[config.mk]
export PLATFORM = sky130hd
export DESIGN_NAME = stream_max_finder
export DESIGN_NICKNAME = d
export VERILOG_FILES = /design/src/rtl/stream_max_finder_pkg.sv /design/src/rtl/stream_max_finder_ncs.sv /design/src/rtl/stream_max_finder.sv
export SDC_FILE = /design/constraint.sdc
export NUM_CORES = 1
export LEC_CHECK = 0
export CAP_MARGIN = 20
export CORE_MARGIN = 3
export CORE_UTILIZATION = 34
export CTS_CLUSTER_DIAMETER = 30
export DETAILED_ROUTE_END_ITERATION = 16
export PLACE_DENSITY = 0.69
export SETUP_SLACK_MARGIN = 0.15
export SLEW_MARGIN = 25
export SYNTH_ARGS = -nofsm -noshare
export SYNTH_HDL_FRONTEND = slang
export SYNTH_HIERARCHICAL = 1
export SYNTH_SLANG_ARGS = --single-unit
[constraint.sdc]
create_clock -name clk -period 2.78 [get_ports clk]
set_clock_uncertainty 0.15 [all_clocks]
set_input_delay 0.278 -clock clk [delete_from_list [all_inputs] [get_ports clk]]
set_output_delay 0.278 -clock clk [all_outputs]
set_load 0.02 [all_outputs]
[src/rtl/stream_max_finder_pkg.sv]
// ============================================================================
// max_pkg : shared state encoding and default sizing for stream_max_finder
// Rev 1.0 : initial release
// ============================================================================
`default_nettype none

package max_pkg;

  localparam int DEF_S = 8;
  localparam int DEF_N = 8;

  typedef enum logic [1:0] {
    IDLE  = 2'd0,
    FIRST = 2'd1,
    SCAN  = 2'd2,
    DONE  = 2'd3
  } state_t;

endpackage

`default_nettype wire

[src/rtl/stream_max_finder_ncs.sv]
// ============================================================================
// ncs : cascadable unsigned magnitude comparator (A vs B, with cascade inputs)
// Rev 1.0 : initial release
// ============================================================================
`default_nettype none

module ncs #(
  parameter int S = 8
) (
  input  logic [S-1:0] a,
  input  logic [S-1:0] b,
  input  logic         eq_in,
  input  logic         gt_in,
  output logic         eq_out,
  output logic         gt_out
);

  // A lower-significance stage only decides the result when this stage ties.
  assign eq_out = (a == b) & eq_in;
  assign gt_out = (a > b) | ((a == b) & gt_in);

endmodule

`default_nettype wire

[src/rtl/stream_max_finder.sv]
// ============================================================================
// stream_max_finder : finds the maximum sample and its index over an N-sample frame
// Rev 1.0 : initial release
// ============================================================================
`default_nettype none

module stream_max_finder
  import max_pkg::*;
#(
  parameter  int S  = DEF_S,
  parameter  int N  = DEF_N,
  localparam int IW = (N > 1) ? $clog2(N) : 1
) (
  input  logic          clk,
  input  logic          rst,
  input  logic          start,
  input  logic [S-1:0]  din,
  input  logic          in_valid,
  output logic          in_ready,
  output logic [S-1:0]  max_out,
  output logic [IW-1:0] max_idx,
  output logic          busy,
  output logic          done
);

  localparam logic [IW-1:0] LAST = IW'(N - 1);

  state_t        state_q, state_d;
  logic [S-1:0]  max_q, max_d;
  logic [IW-1:0] idx_q, idx_d;
  logic [IW-1:0] cnt_q, cnt_d;
  logic          cmp_gt;
  logic          cmp_eq_unused;
  logic          accept;

  ncs #(.S(S)) u_ncs (
    .a      (din),
    .b      (max_q),
    .eq_in  (1'b1),
    .gt_in  (1'b0),
    .eq_out (cmp_eq_unused),
    .gt_out (cmp_gt)
  );

  assign accept = in_valid & in_ready;

  always_comb begin
    state_d  = state_q;
    max_d    = max_q;
    idx_d    = idx_q;
    cnt_d    = cnt_q;
    in_ready = 1'b0;
    busy     = 1'b0;
    done     = 1'b0;
    case (state_q)
      IDLE: begin
        if (start) state_d = FIRST;
      end
      FIRST: begin
        in_ready = 1'b1;
        busy     = 1'b1;
        if (accept) begin
          max_d   = din;
          idx_d   = '0;
          cnt_d   = IW'(1);
          state_d = (N == 1) ? DONE : SCAN;
        end
      end
      SCAN: begin
        in_ready = 1'b1;
        busy     = 1'b1;
        if (accept) begin
          // Strict greater-than keeps the earliest index on ties.
          if (cmp_gt) begin
            max_d = din;
            idx_d = cnt_q;
          end
          if (cnt_q == LAST) begin
            state_d = DONE;
          end else begin
            cnt_d = cnt_q + IW'(1);
          end
        end
      end
      DONE: begin
        busy    = 1'b1;
        done    = 1'b1;
        state_d = IDLE;
      end
      default: state_d = IDLE;
    endcase
  end

  always_ff @(posedge clk or posedge rst) begin
    if (rst) begin
      state_q <= IDLE;
      max_q   <= '0;
      idx_q   <= '0;
      cnt_q   <= '0;
    end else begin
      state_q <= state_d;
      max_q   <= max_d;
      idx_q   <= idx_d;
      cnt_q   <= cnt_d;
    end
  end

  assign max_out = max_q;
  assign max_idx = idx_q;

endmodule

`default_nettype wire
==> results.md <==
* CORE AREA at roughly 2900 um2
* Avg Inst Size Synth at roughly 11 um2
* Busiest grt layer: met2
* Status: finished, final reports clean
* Worst-margin pin slew at around 0.64 ns
* Syn-to-layout area delta at 30.7%
* Fin. max-slew vios at 0
* IO Port Bufs at 25
* Worst hold margin at about 0.21 ns
* Unrepaired setup endpoints after global routing: no
* Global placement routability congestion at between 0.7 and 0.8
* Tot Pwr at ~0.0016 W
* DPL Wire Length at 1.57 mm
* Vert. Die Dim at a little over 60 um
* Setup Viol. Count Final at 0
* Post-route setup TNS at 0 ns
* CP endpoint kind: flip-flop
* Clock H-tree levels at 1
* R2r setup slk at 0.45 ns
* Startpoint types: input port
* Post-CTS Repair Setup Buffers at 0
* Vias in the first global route at ~800
* VDD IR-drop max at a little under 600 uV
* Placed instance count at 154
* GRT Util Overall at 0.118
* Num rows at 19
* Met3 Resource Use GR at 0.0210
* Via/cell ratio at just under 5
* Pwr per Cell Area at ~1100 nW/um2
* Clk slew on worst S/H paths at approximately 0.1 ns
* Relative slew slack at 0.576
* Mapped Cells at slightly below 100
* DRT Wirelength at between 1.5 and 2 mm
* Wire length per cell at roughly 12 um
* Fmax at 0.425 GHz
* Initial Utilization at 0.367
* Post-route ant nets at 0
* Endpoints failing hold at 0
* Num Clock Sinks at 16
* Final net count at 156
* Multi-input gate area at about 580 um2
* Final worst path period share at 0.847
* Global route overflow at 0
* Total iterations of the first detailed-routing run at 2
* Yosys warns at 6
* Reg area at 400 um2
* Die span in x at 61.5 um
* Worst-Skew Late Latency at a little under 0.3 ns
* Net Count, Synth at around 130
* CP Data Required Time at roughly 2.8 ns
* Min Tclk post-route at between 2 and 2.5 ns
* # fillers at 272
* Met1 GRT Util at 0.136
* Setup CP Type: in2reg
* Diode count at 0
* DRC Markers at 0
* Num ports at 26
* CTS Buf Count at 3
* CP Max Fanout at 9
* Largest net degree at the start of global routing at 17
* Met2 Use GR at 0.221
* Cell area after synthesis at 1050 um2
* # hold bufs at CTS at 0
* Max-capacitance violation count at 0
* Clk buf depth at 2
* Leak pwr at about 0.65 nW
* Cell Count, Final, Fillers Out at roughly 160
* Post-cts resize count at 0
* Tightest Hold Check Type: in2async
* Via count at slightly below 800
* Arr. time, crit path at 2.39 ns
* Clk root buf: clkbuf_4
* Share of cells above drive strength 1 at 0.134
* Initial antenna violation count at 0
* DIE AREA at approximately 3800 um2
* DRT iter0 DRCs at 43
* CTS tree: done
* First-pass GRT wire length at 3.37 mm
cells in the final DEF (no fill, tap or decap), types with 2 or more instances in the layout:
master           instances
nand4_1                  5
nand2_1                  7
o21a_1                   2
nor2_1                   2
ha_1                    16
nand2b_1                 4
o21ai_0                  6
mux2_4                   4
mux2_2                   5
clkbuf_4                 3
nor3_1                   2
dfrtp_1                 16
inv_1                   15
clkdlybuf4s50_1         25
report_power, final:
part | total [W] | internal [W] | switching, W
sequential | 0.000415 | 0.000336 | 0.0000788
clock | 0.000160 | 0.0000799 | 0.0000804
combinational | 0.000987 | 0.000508 | 0.000479
total | 0.00156 | 0.000924 | 0.000638
area by class of cell:
class,count,share of cell area
Clock buffer,4,0.0265
Inverter,15,0.0412
Multi-Input combinational cell,66,0.423
Sequential cell,16,0.293
Tap cell,31,0.0284
Timing Repair Buffer,26,0.188
per-stage QoR:
stage / setup slack (ns) / util / instance area [um2]
after floorplan: 0.381 / - / 1050
after global placement: 0.128 / 0.467 / 1330
after detailed placement: 0.104 / 0.467 / 1330
after CTS: 0.425 / 0.479 / 1370
after global routing: 0.338 / 0.479 / 1370
final: 0.427 / 0.479 / 1370
worst max-delay path: stages:
cell and delay [ns]:
clkdlybuf4s50_1 0.44, ha_1 0.32, nor2b_4 0.13, o31ai_2 0.16, a31oi_1 0.11, o31a_1 0.23
nand2b_1 0.17, nand4b_4 0.21, mux2_2 0.35
layer usage:
layer | vias to the layer above | part of all wire
li1 | 395 | -
met1 | 357 | 0.45
met2 | 19 | 0.48
met3 | 2 | 0.052
met4 | 0 | 0.012
met5 | - | 0
state kept, by name (all words and copies together), names as in the netlist:
name     flops
state_q      2
max_out      8
max_idx      3
cnt_q        3
worst paths after layout:
| path | from | end | cells past startpoint |
|---|---|---|---|
| worst max-delay path | din[1] | max_out[3]$_DFFE_PP0P_ | 9 |
| worst min-delay path | rst | max_out[4]$_DFFE_PP0P_ | 2 |
| worst max register to register | max_out[1]$_DFFE_PP0P_ | max_out[3]$_DFFE_PP0P_ | 9 |
| worst min register to register | max_idx[2]$_DFFE_PP0P_ | max_idx[2]$_DFFE_PP0P_ | 2 |
| max in group asynchronous | rst | max_idx[0]$_DFFE_PP0P_ | 2 |
| min in group clk | max_idx[2]$_DFFE_PP0P_ | max_idx[2]$_DFFE_PP0P_ | 2 |
Power figures use the tool's default switching activity.
